$ cat src/rtl/dmem_arb_pkg.sv
// Shared encodings for the Data_Mem arbiter: FSM states, owner IDs and stats width.
package dmem_arb_pkg;

  typedef enum logic [1:0] {
    ST_IDLE  = 2'd0,
    ST_ISSUE = 2'd1,
    ST_ACK   = 2'd2
  } state_e;

  typedef enum logic {
    OWN_C = 1'b0,
    OWN_L = 1'b1
  } owner_e;

  localparam int STATS_W = 16;

endpackage

$ cat src/rtl/dmem_arbiter_starve_counter.sv
// Saturating wait counter for the loader port; hit_o flags that the loader has waited MAX_WAIT cycles.
module starve_counter #(
  parameter int WAIT_W   = 4,
  parameter int MAX_WAIT = 8
) (
  input  logic clk,
  input  logic reset,
  input  logic inc_i,
  input  logic clr_i,
  output logic hit_o
);

  localparam logic [WAIT_W-1:0] MAX_CNT = WAIT_W'(MAX_WAIT);

  logic [WAIT_W-1:0] cnt_q, cnt_d;

  always_comb begin
    cnt_d = cnt_q;
    if (clr_i) begin
      cnt_d = '0;
    end else if (inc_i && (cnt_q != MAX_CNT)) begin
      cnt_d = cnt_q + WAIT_W'(1);
    end
  end

  always_ff @(posedge clk or negedge reset) begin
    if (!reset) begin
      cnt_q <= '0;
    end else begin
      cnt_q <= cnt_d;
    end
  end

  assign hit_o = (cnt_q == MAX_CNT);

endmodule

$ cat src/rtl/dmem_arbiter.sv
// Two-port Data_Mem arbiter (core C over loader L, with a starvation guard for L).
// Define DMEM_ARB_STATS_EN to add grant/conflict statistics outputs.
module dmem_arbiter
  import dmem_arb_pkg::*;
#(
  parameter int ADDR_W   = 32,
  parameter int DATA_W   = 32,
  parameter int MAX_WAIT = 8,
  parameter int WAIT_W   = 4
) (
  input  logic              clk,
  input  logic              reset,
  input  logic              c_req,
  input  logic              c_we,
  input  logic [ADDR_W-1:0] c_addr,
  input  logic [DATA_W-1:0] c_wdata,
  output logic              c_ack,
  output logic [DATA_W-1:0] c_rdata,
  output logic              c_stall,
  input  logic              l_req,
  input  logic              l_we,
  input  logic [ADDR_W-1:0] l_addr,
  input  logic [DATA_W-1:0] l_wdata,
  output logic              l_ack,
  output logic [DATA_W-1:0] l_rdata,
  output logic              mem_en,
  output logic              mem_we,
  output logic [ADDR_W-1:0] mem_addr,
  output logic [DATA_W-1:0] mem_wdata,
  input  logic [DATA_W-1:0] mem_rdata
`ifdef DMEM_ARB_STATS_EN
  ,
  output logic [STATS_W-1:0] c_grants,
  output logic [STATS_W-1:0] l_grants,
  output logic [STATS_W-1:0] conflicts
`endif
);

  state_e            state_q, state_d;
  owner_e            owner_q, owner_d;
  logic              we_q, we_d;
  logic [ADDR_W-1:0] addr_q, addr_d;
  logic [DATA_W-1:0] wdata_q, wdata_d;
  logic [DATA_W-1:0] c_rdata_q, c_rdata_d;
  logic [DATA_W-1:0] l_rdata_q, l_rdata_d;
  logic              grant_c, grant_l;
  logic              wait_hit;
  logic              wait_inc, wait_clr;

  // L's own transaction does not count as waiting.
  assign wait_inc = l_req && !((owner_q == OWN_L) && (state_q != ST_IDLE));
  assign wait_clr = !l_req || grant_l;

  starve_counter #(
    .WAIT_W  (WAIT_W),
    .MAX_WAIT(MAX_WAIT)
  ) u_starve (
    .clk  (clk),
    .reset(reset),
    .inc_i(wait_inc),
    .clr_i(wait_clr),
    .hit_o(wait_hit)
  );

  always_comb begin
    state_d   = state_q;
    owner_d   = owner_q;
    we_d      = we_q;
    addr_d    = addr_q;
    wdata_d   = wdata_q;
    c_rdata_d = c_rdata_q;
    l_rdata_d = l_rdata_q;
    grant_c   = 1'b0;
    grant_l   = 1'b0;
    case (state_q)
      ST_IDLE: begin
        if (l_req && wait_hit) begin
          grant_l = 1'b1;
        end else if (c_req) begin
          grant_c = 1'b1;
        end else if (l_req) begin
          grant_l = 1'b1;
        end
        if (grant_c) begin
          owner_d = OWN_C;
          we_d    = c_we;
          addr_d  = c_addr;
          wdata_d = c_wdata;
          state_d = ST_ISSUE;
        end else if (grant_l) begin
          owner_d = OWN_L;
          we_d    = l_we;
          addr_d  = l_addr;
          wdata_d = l_wdata;
          state_d = ST_ISSUE;
        end
      end
      ST_ISSUE: begin
        if (!we_q) begin
          if (owner_q == OWN_C) c_rdata_d = mem_rdata;
          else                  l_rdata_d = mem_rdata;
        end
        state_d = ST_ACK;
      end
      ST_ACK: begin
        state_d = ST_IDLE;
      end
      default: begin
        state_d = ST_IDLE;
      end
    endcase
  end

  always_ff @(posedge clk or negedge reset) begin
    if (!reset) begin
      state_q   <= ST_IDLE;
      owner_q   <= OWN_C;
      we_q      <= 1'b0;
      addr_q    <= '0;
      wdata_q   <= '0;
      c_rdata_q <= '0;
      l_rdata_q <= '0;
    end else begin
      state_q   <= state_d;
      owner_q   <= owner_d;
      we_q      <= we_d;
      addr_q    <= addr_d;
      wdata_q   <= wdata_d;
      c_rdata_q <= c_rdata_d;
      l_rdata_q <= l_rdata_d;
    end
  end

  // Strobes decode straight from state_q so reset drops them asynchronously.
  assign mem_en    = (state_q == ST_ISSUE);
  assign mem_we    = mem_en && we_q;
  assign mem_addr  = addr_q;
  assign mem_wdata = wdata_q;
  assign c_ack     = (state_q == ST_ACK) && (owner_q == OWN_C);
  assign l_ack     = (state_q == ST_ACK) && (owner_q == OWN_L);
  assign c_rdata   = c_rdata_q;
  assign l_rdata   = l_rdata_q;
  assign c_stall   = c_req && (owner_q == OWN_L);

`ifdef DMEM_ARB_STATS_EN
  logic [STATS_W-1:0] c_grants_q, l_grants_q, conflicts_q;
  logic               conflict_cyc;

  assign conflict_cyc = (state_q == ST_IDLE) && c_req && l_req;

  always_ff @(posedge clk or negedge reset) begin
    if (!reset) begin
      c_grants_q  <= '0;
      l_grants_q  <= '0;
      conflicts_q <= '0;
    end else begin
      if (grant_c && (c_grants_q != '1))       c_grants_q  <= c_grants_q + STATS_W'(1);
      if (grant_l && (l_grants_q != '1))       l_grants_q  <= l_grants_q + STATS_W'(1);
      if (conflict_cyc && (conflicts_q != '1)) conflicts_q <= conflicts_q + STATS_W'(1);
    end
  end

  assign c_grants  = c_grants_q;
  assign l_grants  = l_grants_q;
  assign conflicts = conflicts_q;
`endif

endmodule

$ cat config.mk
export PLATFORM = sky130hd
export DESIGN_NAME = dmem_arbiter
export DESIGN_NICKNAME = d
export VERILOG_FILES = /design/src/rtl/dmem_arb_pkg.sv /design/src/rtl/dmem_arbiter_starve_counter.sv /design/src/rtl/dmem_arbiter.sv
export SDC_FILE = /design/constraint.sdc
export NUM_CORES = 1
export LEC_CHECK = 0
export CORE_MARGIN = 4
export CORE_UTILIZATION = 37
export DETAILED_ROUTE_END_ITERATION = 7
export HOLD_SLACK_MARGIN = 0.1
export PLACE_DENSITY = 0.77
export SYNTH_ARGS = -nofsm -noshare
export SYNTH_HDL_FRONTEND = slang
export SYNTH_SLANG_ARGS = --single-unit
$ cat constraint.sdc
create_clock -name clk -period 2 [get_ports clk]
set_clock_uncertainty 0.2 [all_clocks]
set_input_delay 0.5 -clock clk [delete_from_list [all_inputs] [get_ports clk]]
set_output_delay 0.5 -clock clk [all_outputs]
set_load 0.03 [all_outputs]
==> run summary, run 1 <==
The run finished with clean final reports. Synthesis instantiated 32 different standard cells from the library. For the pin with the worst max-slew slack, the measured transition is 0.535 ns. STA classifies the critical path startpoint as a flop. Routability-driven placement finished with a final weighted congestion of 0.792. For the length of routed met2 wiring, the log shows 9.33 mm.

The clock network burns 17.6% of the power. Once routing completed, OpenROAD measured the worst setup slack at 0.0156 ns. Synthesis inferred 136 register bits.

During placement, the flow inserted port buffers numbering 298. The worst vdd rail ir drop is 0.000749 V, and the detailed placer's ending HPWL is 14.5 mm. For this run, the post-layout net count is 1014. Summing the areas of all compound-gate instances in the mapped netlist gives 10.5% of the synthesized area. The run gives 1 as the number of antenna violations at the first check in global routing. For this run, the register share of the synthesized area comes to 54.9%. For this block, wires on met1 add up to 8.04 mm. Sorting the synthesized cells by area gives the leading types as sky130_fd_sc_hd__dfrtp_1 55%, sky130_fd_sc_hd__mux2_2 11%, sky130_fd_sc_hd__o221ai_1 9.2%.

For the total power, the log shows 0.0168 W. The share of total power dissipated in sequential elements is 28.8%. The H-tree was split into 4 levels. Of the total synthesized cell area, the portion taken by full adders, half adders and majority gates is 0.404%.

Pin placement for this block handled 299 I/O pins. The count of cells in the finished layout, fillers not included, comes to 1079. Entering global routing, the biggest net connects 88 pins. Simple-gate share of the synthesized area: 14.1%. The final antenna diode count is 0, and the length of the first detailed-routing pass in iterations is 5. For the max-cap violation count, the log shows 0. The final critical path takes up 99.2% of the cycle. Number of design rule violations left after detail routing: 0. The clock-pin slew reported for the worst setup and hold paths after clock tree synthesis was 0.06 ns. The fraction of synthesized cell area taken by the top area cell type works out to 54.9%. The cell with the largest stage delay on the worst path is sky130_fd_sc_hd__dfrtp_1.

In this run the clock root is driven by a sky130_fd_sc_hd__clkbuf_16. The signal on the critical path passes through buf_6 -> nor3b_4 -> buf_6. The tools report the kind of end point of the critical path as an output pin.

In this run, the number of DRC markers left after iteration 0 of detailed routing was 221. In the final routed layout, each cell accounts on average for 18.5 um. The power density of the placed cells came out at 1680 nW/um^2.

The detailed-routed wire length on met3 came out at 2.17 mm. The highest attainable clock frequency is 504 MHz. Yosys printed 0 warnings. The portion of synthesized area spent on multiplexers is 11.6%.

The time the worst path needs with I/O delays and setup was 1.98 ns; the combined area of all synthesized cells was 6200 sq um. The logs give 1.30 ns for the required time of the critical path and 9540 sq um for the cell area reported after detailed placement. Counting stages on the worst path, the most repeated cell is sky130_fd_sc_hd__buf_6. Across all layers, the routed design uses 5699 vias. In this run the standard cell core region covers 16500 sq um. CTS saw 136 sinks. The final count of negative-setup-slack endpoints is 0, and the switching part of the total power is 44.5%. The parity-gate share of the synthesized area counting xor and xnor cells came out at 0%. In this run the power spent charging and discharging nets is 0.00747 W. In the synthesized netlist, the number of instances is 557. After synthesis, the largest family of logic cells by area is simple AND/OR/NAND/NOR gates. Via count of the first global-routing pass: 5593. The layout has 1398 filler cells. In this run the deepest clock path goes through 2 buffers.

Per report_power, the combinational group accounts for 53.6% of the total. Global routing used 20.4% of the available tracks across all layers. The fraction of final layout cells sized beyond drive strength 1 works out to 16.3%.

The most frequent standard cell in the layout excluding fill and tap cells was sky130_fd_sc_hd__clkdlybuf4s50_1. The delay of the slowest cell on the worst path was 0.41 ns. Buffers inserted during clock tree synthesis total 17. The final hold violation count is 0, and the relative area change from synthesis to final layout is 61.5%. The die outline height was 137 um; the tightest slew margin relative to the limit was 64.0%. Counting every net in the synthesized netlist gives 725. Counting tap cells, the placed design contains a total of 1042 instances.

The full die area was 18900 sq um; the mean cell area of the mapped netlist was 11.1 sq um. In this run the horizontal extent of the chip is 137 um. The tightest min-delay check is of the reg -> reg type. The analysis attributes to cell leakage a power of 4.44 nW. The first global-routing pass estimated 29.9 mm of wire. Of all nets on the critical path, the largest fanout is 6. Data arrival time of the worst path: 1.28 ns. In the layout the commonest cells are 163 x sky130_fd_sc_hd__clkdlybuf4s50_1, 135 x sky130_fd_sc_hd__dfrtp_1, 128 x sky130_fd_sc_hd__dlygate4sd2_1, 69 x sky130_fd_sc_hd__inv_1, 69 x sky130_fd_sc_hd__nand3_1.

Wire length after detailed routing: 20.0 mm. Setup repair after global routing could not meet its margin everywhere. Dividing the detail-routed via count by the number of cells gives 5.28.

The setup slack at placement is -0.262 ns, and the leftover overflow at the end of global routing is 0. Dominant cell type by area after synthesis: sky130_fd_sc_hd__dfrtp_1. With fillers left out, the area of the finished cells amounts to 10000 sq um.

The total count of max-transition violations in the final report was 0; the post-route antenna net violation count was 0. TritonCTS built the clock tree. Clock latency of the later-clocked register in the worst-skew pair: 0.41 ns. The internal power was 0.00931 W.

The run gives 37.5% as the starting utilization of the core area. The critical path in this run is classified as reg -> out. Row generation in the floorplan step produced 47 rows. After detailed routing, no signal wire sits above met5.
Yosys cell counts:
library cell / number
sky130_fd_sc_hd__a2bb2oi_1: 1
sky130_fd_sc_hd__buf_2: 12
sky130_fd_sc_hd__o221ai_1: 65
sky130_fd_sc_hd__nand4_1: 65
sky130_fd_sc_hd__or2_1: 1
sky130_fd_sc_hd__mux2_1: 2
sky130_fd_sc_hd__and3b_1: 2
sky130_fd_sc_hd__o21ai_0: 5
sky130_fd_sc_hd__mux2_2: 62
sky130_fd_sc_hd__and3_1: 1
sky130_fd_sc_hd__nor2b_2: 1
sky130_fd_sc_hd__a211oi_1: 4
sky130_fd_sc_hd__nand3_1: 69
sky130_fd_sc_hd__or3_1: 1
sky130_fd_sc_hd__buf_4: 7
sky130_fd_sc_hd__and2_0: 1
sky130_fd_sc_hd__nor3b_4: 1
sky130_fd_sc_hd__and2_1: 3
sky130_fd_sc_hd__clkbuf_2: 1
sky130_fd_sc_hd__o21a_1: 1
sky130_fd_sc_hd__nor2b_1: 1
sky130_fd_sc_hd__inv_1: 69
sky130_fd_sc_hd__nand4b_1: 1
sky130_fd_sc_hd__a21boi_0: 1
sky130_fd_sc_hd__buf_1: 4
sky130_fd_sc_hd__ha_1: 2
sky130_fd_sc_hd__nand3b_1: 1
sky130_fd_sc_hd__nor3b_1: 1
sky130_fd_sc_hd__dfrtp_1: 136
sky130_fd_sc_hd__clkbuf_1: 34
sky130_fd_sc_hd__nor2_1: 1
sky130_fd_sc_hd__a21oi_1: 1
registers in the layout, summed over array words and instances (netlist names):
signal and cells:
mem_addr 32, l_rdata 32, mem_wdata 32, state_q 2
owner_q 1, we_q 1, u_starve.cnt_q 4, c_rdata 32
worst max-delay path, delay by kind of cell (launching register included):
kind / cells / cell delay (ns)
buf+inv: 2 / 0.29
flops: 1 / 0.41
simple gates: 1 / 0.18
repair_timing:
action	in CTS	in global routing
setup buffers	1	3
hold endpoints to repair	43	0
pin swaps	1	0
hold buffers	1	0
resized for setup	135	2
endpoints found under the setup margin	132	4
path summary, 6_finish.rpt:
kind | from | endpoint | slack [ns] | cells after the start
worst min-delay path | c_rdata[30]$_DFFE_PN0P_ | c_rdata[30]$_DFFE_PN0P_ | 0.28 | 1
worst min register to register | c_rdata[30]$_DFFE_PN0P_ | c_rdata[30]$_DFFE_PN0P_ | 0.28 | 1
worst max-delay path | state_q[1]$_DFFE_PN0P_ | c_ack | 0.02 | 3
min in group asynchronous | reset | mem_wdata[5]$_DFFE_PN0P_ | 0.40 | 2
max in group asynchronous | reset | owner_q$_DFFE_PN0P_ | 0.65 | 3
worst max register to register | state_q[1]$_DFFE_PN0P_ | mem_addr[9]$_DFFE_PN0P_ | 0.10 | 6
routing by layer:
metal / global-route usage [%] / up-vias
met4: 7.37 / 2
met3: 8.29 / 31
met1: 24.8 / 2750
met2: 32.8 / 265
met5: 0 / -
li1: - / 2651
final cells by class:
cell class | instances | area, sq um | share of cell area (%)
sequential | 136 | 3400 | 34.0
timing repair buffer | 328 | 3210 | 32.1
multi-input combinational | 294 | 2300 | 23.0
clock buffer | 17 | 425 | 4.25
tap | 220 | 275 | 2.75
inverter | 69 | 259 | 2.59
clock inverter | 15 | 129 | 1.29
per-stage QoR:
| stage | hold WS [ns] | setup TNS [ns] | utilization (%) |
|---|---|---|---|
| floorplan | 0.00441 | 0 | - |
| global placement | 0.267 | -11.03 | 57.7 |
| detailed placement | 0.277 | -13.25 | 57.7 |
| CTS | 0.287 | -0.0496 | 60.4 |
| global route | 0.309 | -0.161 | 60.6 |
| finish | 0.281 | 0 | 60.6 |
kinds of logic (layout without fill, tap and decap cells):
family | count (synthesis) | in the layout
and+or+nand+nor | 150 | 150
buffers and inverters | 127 | 429
adders and majority gates | 2 | 2
muxes | 64 | 64
AOI/OAI and AO/OA | 78 | 78
DFF | 136 | 136
power groups by stage:
stage | combinational (W) | clock, W | sequential [W]
after floorplan | 0.00308 | 0 | 0.00749
after global placement | 0.00973 | 0 | 0.00487
after detailed placement | 0.00984 | 0 | 0.00494
after CTS | 0.00901 | 0.00303 | 0.00484
after global routing | 0.00962 | 0.00316 | 0.00501
final | 0.00899 | 0.00296 | 0.00484
Power figures use the tool's default switching activity.
==> inputs of run 2 (changes only) <==
Settings changed: SETUP_SLACK_MARGIN set to 0.02.
==> run 2 against run 1 <==
  * Non-clock buffer count unchanged
  * Flip-flop and latch count unchanged
  * Final cell count unchanged
  * Sequential power about the same
  * Largest power group unchanged
  * Combinational power about the same
==> run summary, run 2 (synthesis results as in run 1) <==
The worst path needs 1.99 ns of the cycle, external delays included. The die outline height was 137 um. After clock tree synthesis, the clock-pin slew on the worst setup and hold paths is 0.06 ns. TritonCTS built the clock tree. No sink is reached through more buffers than the 2 on the longest clock path.

The relative area change from synthesis to final layout is 61.6%. In the routed design, unresolved DRC markers number 0. The tools report the via count of the first global-routing pass as 5593. The worst vdd rail ir drop was 0.000750 V; the worst-margin pin slew was 0.535 ns. For the total number of nets in the final design, the log shows 1014. The clock sink count is 136. The logs give 4 for the number of H-tree levels and 1 for the number of antenna violations at the first check in global routing. After detailed routing, the number of vias per cell comes to 5.29. The total power was 0.0168 W; the number of top-level pins was 299.

The run gives 0 as the final hold violation count. The region available for standard cell placement spans 16500 sq um. For the full die area, the log shows 18900 sq um.

Power spread over the standard cell area amounts to 1680 nW/um^2. CTS buffer count: 17. Setup repair after global routing could not meet its margin everywhere. The cell area reported after detailed placement was 9540 sq um. The run gives 20.0 mm as the wire length after detailed routing. Along the worst path, the maximum fanout reaches 6. Global routing finished with a remaining overflow of 0.

The worst register-to-register path begins at state_q[1]$_DFFE_PN0P_. Across every metal layer, demand over resource in global routing totals 20.4%. The detail route stage leaves a number of antenna-violating nets equal to 0. The tools report the data arrival time of the worst path as 1.29 ns. STA classifies the critical path startpoint as a flop. For the worst-skew pair, the clock arrives at the later sink with an insertion delay of 0.41 ns. 0 antenna diodes ended up in the layout.

Following the worst setup path forward leads to its endpoint at c_ack. The type of the worst setup path was reg -> out. The setup check on the worst reg-to-reg path leaves a slack of 0.12 ns. At the end of the flow the core is filled with cells to 60.6%. The highest attainable clock frequency came out at 502 MHz. The top cell types in the final layout, fill and taps aside, are 163 x sky130_fd_sc_hd__clkdlybuf4s50_1, 135 x sky130_fd_sc_hd__dfrtp_1, 127 x sky130_fd_sc_hd__dlygate4sd2_1, 69 x sky130_fd_sc_hd__inv_1, 69 x sky130_fd_sc_hd__nand3_1.

The total count of max-transition violations in the final report is 0. For this configuration, the core starts out at a cell density of 37.5%. The worst setup path is captured at an output pin. In this run the tightest slew margin relative to its limit is 64.0%. For the worst flop-to-flop path, the logic depth is 5.

The count of cells along the worst hold path is 1. Setup violations remaining at the end of the flow were counted as 0. Most frequent standard cell in the layout excluding fill and tap cells: sky130_fd_sc_hd__clkdlybuf4s50_1. Capture instance of the worst register-to-register path: c_rdata[9]$_DFFE_PN0P_. After floorplanning, the core was divided into 47 placement rows. In this run, the number of DRC markers left after iteration 0 of detailed routing was 233. Pin count of the biggest net entering global routing: 88. The flow ran to the end, and the final reports show no timing, DRC or antenna violations. The post-route cell area is 10000 sq um, and the setup slack at placement is -0.262 ns. The worst min-delay path category is reg -> reg. The first global-routing pass estimated 29.9 mm of wire.

At the end of routability-driven placement, the weighted congestion stood at 0.792. For this design the static power due to leakage is 4.44 nW. Data on the critical path is required at its endpoint by 1.30 ns. The length of the first detailed-routing pass in iterations came out at 5. The final critical path takes up 99.5% of the cycle.

The tools report the clock root buffer as sky130_fd_sc_hd__clkbuf_16. During placement, the flow inserted port buffers numbering 298. Measured along the x axis, the die boundary spans 137 um. Dividing the detail-routed wire length by the instance count gives 18.5 um.

The detailed-route via count was 5708. The post-route netlist has 16.3% of its cells at a drive strength greater than 1. The max-cap violation count is 0. The critical path starts at state_q[1]$_DFFE_PN0P_.

The logs give 0.00983 ns for the final worst slack and 14.5 mm for the detailed placer's ending HPWL.
-- run 2: cell count changes in the layout (fill, tap and decap cells not counted) --
cell	change
sky130_fd_sc_hd__buf_6	+1
sky130_fd_sc_hd__buf_4	-1
sky130_fd_sc_hd__clkdlybuf4s15_1	+1
sky130_fd_sc_hd__dlygate4sd2_1	-1
-- run 2: per-layer routing --
metal | part of all wire [%] | up-vias | GRT usage (%)
met5 | 0.065 | - | 0
met4 | 2.3 | 2 | 7.37
met2 | 47 | 265 | 32.8
li1 | - | 2650 | -
met1 | 39 | 2760 | 24.8
met3 | 11 | 31 | 8.29
-- run 2: critical path: stages (launching register included) --
cell,delay (ns)
sky130_fd_sc_hd__dfrtp_1,0.41
sky130_fd_sc_hd__buf_6,0.14
sky130_fd_sc_hd__nor3b_4,0.18
sky130_fd_sc_hd__buf_6,0.15
-- run 2: worst min-delay path by stage --
stage	end	start	slack, ns
floorplan	c_rdata[0]$_DFFE_PN0P_	reset	0.004
global placement	c_rdata[30]$_DFFE_PN0P_	c_rdata[30]$_DFFE_PN0P_	0.27
finish	c_rdata[30]$_DFFE_PN0P_	c_rdata[30]$_DFFE_PN0P_	0.28
global route	c_rdata[12]$_DFFE_PN0P_	c_rdata[12]$_DFFE_PN0P_	0.31
CTS	c_rdata[30]$_DFFE_PN0P_	c_rdata[30]$_DFFE_PN0P_	0.29
detailed placement	mem_wdata[22]$_DFFE_PN0P_	reset	0.28
-- run 2: timing repair --
| action | in CTS | in global routing |
|---|---|---|
| endpoints found under the setup margin | 133 | 5 |
| gates cloned | 0 | 0 |
| hold endpoints to repair | 43 | 0 |
| setup buffers | 1 | 3 |
| pin swaps | 1 | 1 |
| hold buffers | 1 | 0 |
| gates resized for setup | 135 | 4 |
-- run 2: where the power goes --
part           total [W]  internal, W  leakage, nW  switching (W)
logic            0.00899      0.00355         2.53        0.00545
clock network    0.00295      0.00163        0.266        0.00132
registers        0.00484      0.00415         1.64       0.000693
total             0.0168      0.00932         4.44        0.00747
-- run 2: metrics by stage --
stage	setup TNS, ns	hold WS, ns	cells
2_1_floorplan	0	0.00441	557
3_3_place_gp	-11.03	0.267	1042
3_5_place_dp	-13.25	0.277	1042
4_1_cts	-0.0496	0.287	1076
5_1_grt	-0.174	0.309	1079
6_report	0	0.281	1079
-- run 2: final cells by class --
type	count	area (sq um)
Timing Repair Buffer	328	3220
Tap cell	220	275
Inverter	69	259
Clock buffer	17	425
Sequential cell	136	3400
Clock inverter	15	129
Fill cell	1399	6510
Multi-Input combinational cell	294	2300
==> inputs of run 3 (changes only) <==
Settings changed: CORE_UTILIZATION 37 to 41, PLACE_DENSITY 0.77 to 0.81.
Clock period 2 ns to 2.2 ns, I/O delays scaled along.
==> run 3 against run 2 <==
  * First-iteration DRC count grew 22%
  * Clock power increased by 1%
  * Register-to-register slack better by 0.08 ns
  * Die area shrank 9.2%
  * Hold slack improved by 0.0043 ns
  * Cell area decreased by 0.81%
  * Critical path type unchanged
==> run summary, run 3 (synthesis results as in run 1) <==
The flow ran to the end, and the final reports show no timing, DRC or antenna violations. After the flow finishes, the layout carries non-filler instances totaling 1036. Clock tree synthesis found a total of 136 sinks. For the worst setup path, the data required time is 1.45 ns. For the pin count of the biggest net entering global routing, the log shows 104. TritonCTS built the clock tree.

Data arrival time of the worst path: 1.37 ns. The repair_antennas step left the layout with diodes totalling 0. Of all nets on the critical path, the largest fanout is 6.

From left edge to right edge, the die measures 131 um. At the pin with the least slew margin, the transition time is 0.564 ns. Leaving out fill and tap cells, the most frequent cells in the layout are 163 x sky130_fd_sc_hd__clkdlybuf4s50_1, 136 x sky130_fd_sc_hd__dfrtp_1, 128 x sky130_fd_sc_hd__dlygate4sd2_1, 69 x sky130_fd_sc_hd__inv_1, 69 x sky130_fd_sc_hd__nand3_1. Buffers inserted during clock tree synthesis total 17. Dividing the detail-routed via count by the number of cells gives 5.62. The HPWL after detailed placement is 14.8 mm. The tools report the critical path launch point as state_q[0]$_DFFE_PN0P_. The average wire per cell in the routed design came out at 19.6 um. The cell with the largest stage delay on the worst path is sky130_fd_sc_hd__dfrtp_1.

The floorplan step set the die height to 131 um. Based on the critical path, the design can be clocked at up to 472 MHz. The number of H-tree levels was 4.

The full die area was 17100 sq um; the global-route usage over all layers was 23.1%. Once the floorplan was initialized, standard cells occupied 42.3% of the core. The final count of negative-setup-slack endpoints is 0, and the number of top-level pins is 299. Compared with the post-synthesis result, the final layout area differs by 60.3%. Post-route antenna net violation count: 0.

In this run, placement finished with an instance count of 1002. The critical path goes through buf_4 -> nor2b_4 -> and2_1 -> buf_6. The critical path is of the reg -> out type.

The endpoint identified for the worst register-to-register timing path is c_rdata[30]$_DFFE_PN0P_. Path depth of the worst reg2reg path: 6. The total count of max-transition violations in the final report came out at 0. Setup repair after global routing left no endpoint under its margin.

The worst vdd rail ir drop came out at 0.00102 V. Final hold analysis gives a worst-case slack of 0.286 ns. In this run the tool buffered the top-level ports with 298 buffer cells. The total core area is 14600 sq um, and the detailed-route via count is 5819. The library cell used most frequently in the layout, excluding fill and tap cells, is sky130_fd_sc_hd__clkdlybuf4s50_1. The fraction of final layout cells sized beyond drive strength 1 works out to 15.1%. The DRC marker count from the first detailed-route iteration was 284; the share of the clock period used by the worst path after layout was 96.2%.

The min-delay analysis places its worst path in the category reg -> reg. The tools report the number of antenna violations at the first check in global routing as 0. Clock-pin slew was measured on the worst setup and hold paths at 0.06 ns. At the end of the flow the core is filled with cells to 67.8%. Summed over all layers, the routed wires come to 20.3 mm.

The tools report the startpoint of the worst register-to-register path as state_q[1]$_DFFE_PN0P_. For this run, the detailed router's first-pass iteration total came to 4. STA classifies the critical path startpoint as a flop. Number of rows created at floorplan: 44. The first global-routing pass estimated 30.7 mm of wire.

The number of design rule violations left after detail routing came out at 0. In this run the deepest clock path goes through 2 buffers. Max-cap violations in this run came to 0. Via count of the first global-routing pass: 6068.

Setup total negative slack on the finished layout was measured at 0 ns. The cell area reported after detailed placement was 9440 sq um. The run gives 1083 as the number of filler instances in the final layout. Power spread over the standard cell area amounts to 1560 nW/um^2.

STA classifies the critical path endpoint as an output pin. The worst path needs 2.12 ns of the cycle, external delays included. The leakage power summed over all cells is 4.42 nW, and the post-route cell area is 9930 sq um. The delay of the slowest cell on the worst path is 0.37 ns. Setup slack on the worst reg-to-reg path comes out at 0.20 ns. The congestion estimate from routability-driven global placement came to 0.850. Capturing element of the worst setup path: mem_we. The final hold violation count is 0.

Clock root buffer: sky130_fd_sc_hd__clkbuf_16. Total number of nets in the final design: 1007. The logs give 62.1% for the tightest slew margin relative to the limit and 0.41 ns for the clock latency of the later-clocked register in the worst-skew pair. Global routing finished with a remaining overflow of 0.
## run 3: cell type report
| type | instances | area (sq um) | share of cell area [%] |
|---|---|---|---|
| sequential | 136 | 3400 | 34.3 |
| multi-input combinational | 294 | 2290 | 23.1 |
| inverter | 69 | 259 | 2.61 |
| clock buffer | 18 | 429 | 4.32 |
| timing repair buffer | 321 | 3120 | 31.4 |
| tap | 184 | 230 | 2.32 |
| clock inverter | 14 | 196 | 1.98 |
## run 3: how the worst min path moves through the flow
stage	endpoint	cells after the start	from
6_report	l_rdata[6]$_DFFE_PN0P_	1	l_rdata[6]$_DFFE_PN0P_
5_1_grt	mem_wdata[27]$_DFFE_PN0P_	3	c_req
4_1_cts	we_q$_DFFE_PN0P_	3	c_req
3_5_place_dp	mem_wdata[15]$_DFFE_PN0P_	1	reset
3_3_place_gp	mem_wdata[14]$_DFFE_PN0P_	1	reset
2_1_floorplan	c_rdata[0]$_DFFE_PN0P_	0	reset
## run 3: critical path, delay by kind of cell, from the launching register on
family                 cells  cell delay [ns]
buffers and inverters      2             0.30
AND/OR/NAND/NOR            2             0.29
flip-flops                 1             0.37
## run 3: report_power, final
part           switching [W]  internal, W
logic                0.00498      0.00306
registers           0.000689      0.00377
clock network        0.00109      0.00190
total                0.00676      0.00874
## run 3: timing repair
| action | in CTS | in global routing |
|---|---|---|
| setup buffers | 1 | 0 |
| cloned | 0 | 0 |
| hold endpoints to repair | 31 | 0 |
| hold buffers | 1 | 0 |
| setup endpoints to repair | 131 | 2 |
| gates resized for setup | 131 | 3 |
## run 3: per-layer routing
metal	part of all wire (%)	vias up	GRT usage, %
met1	39	2819	27.7
li1	-	2630	-
met4	2.6	0	9.01
met3	9.3	39	7.36
met5	0	-	0
met2	50	331	38.6
## run 3: metrics by stage
| stage | worst slack (ns) | power (W) |
|---|---|---|
| global route | 0.0200 | 0.0163 |
| floorplan | 0.0410 | 0.00961 |
| detailed placement | -0.0610 | 0.0134 |
| finish | 0.0827 | 0.0155 |
| global placement | -0.0116 | 0.0131 |
| CTS | 0.0177 | 0.0156 |
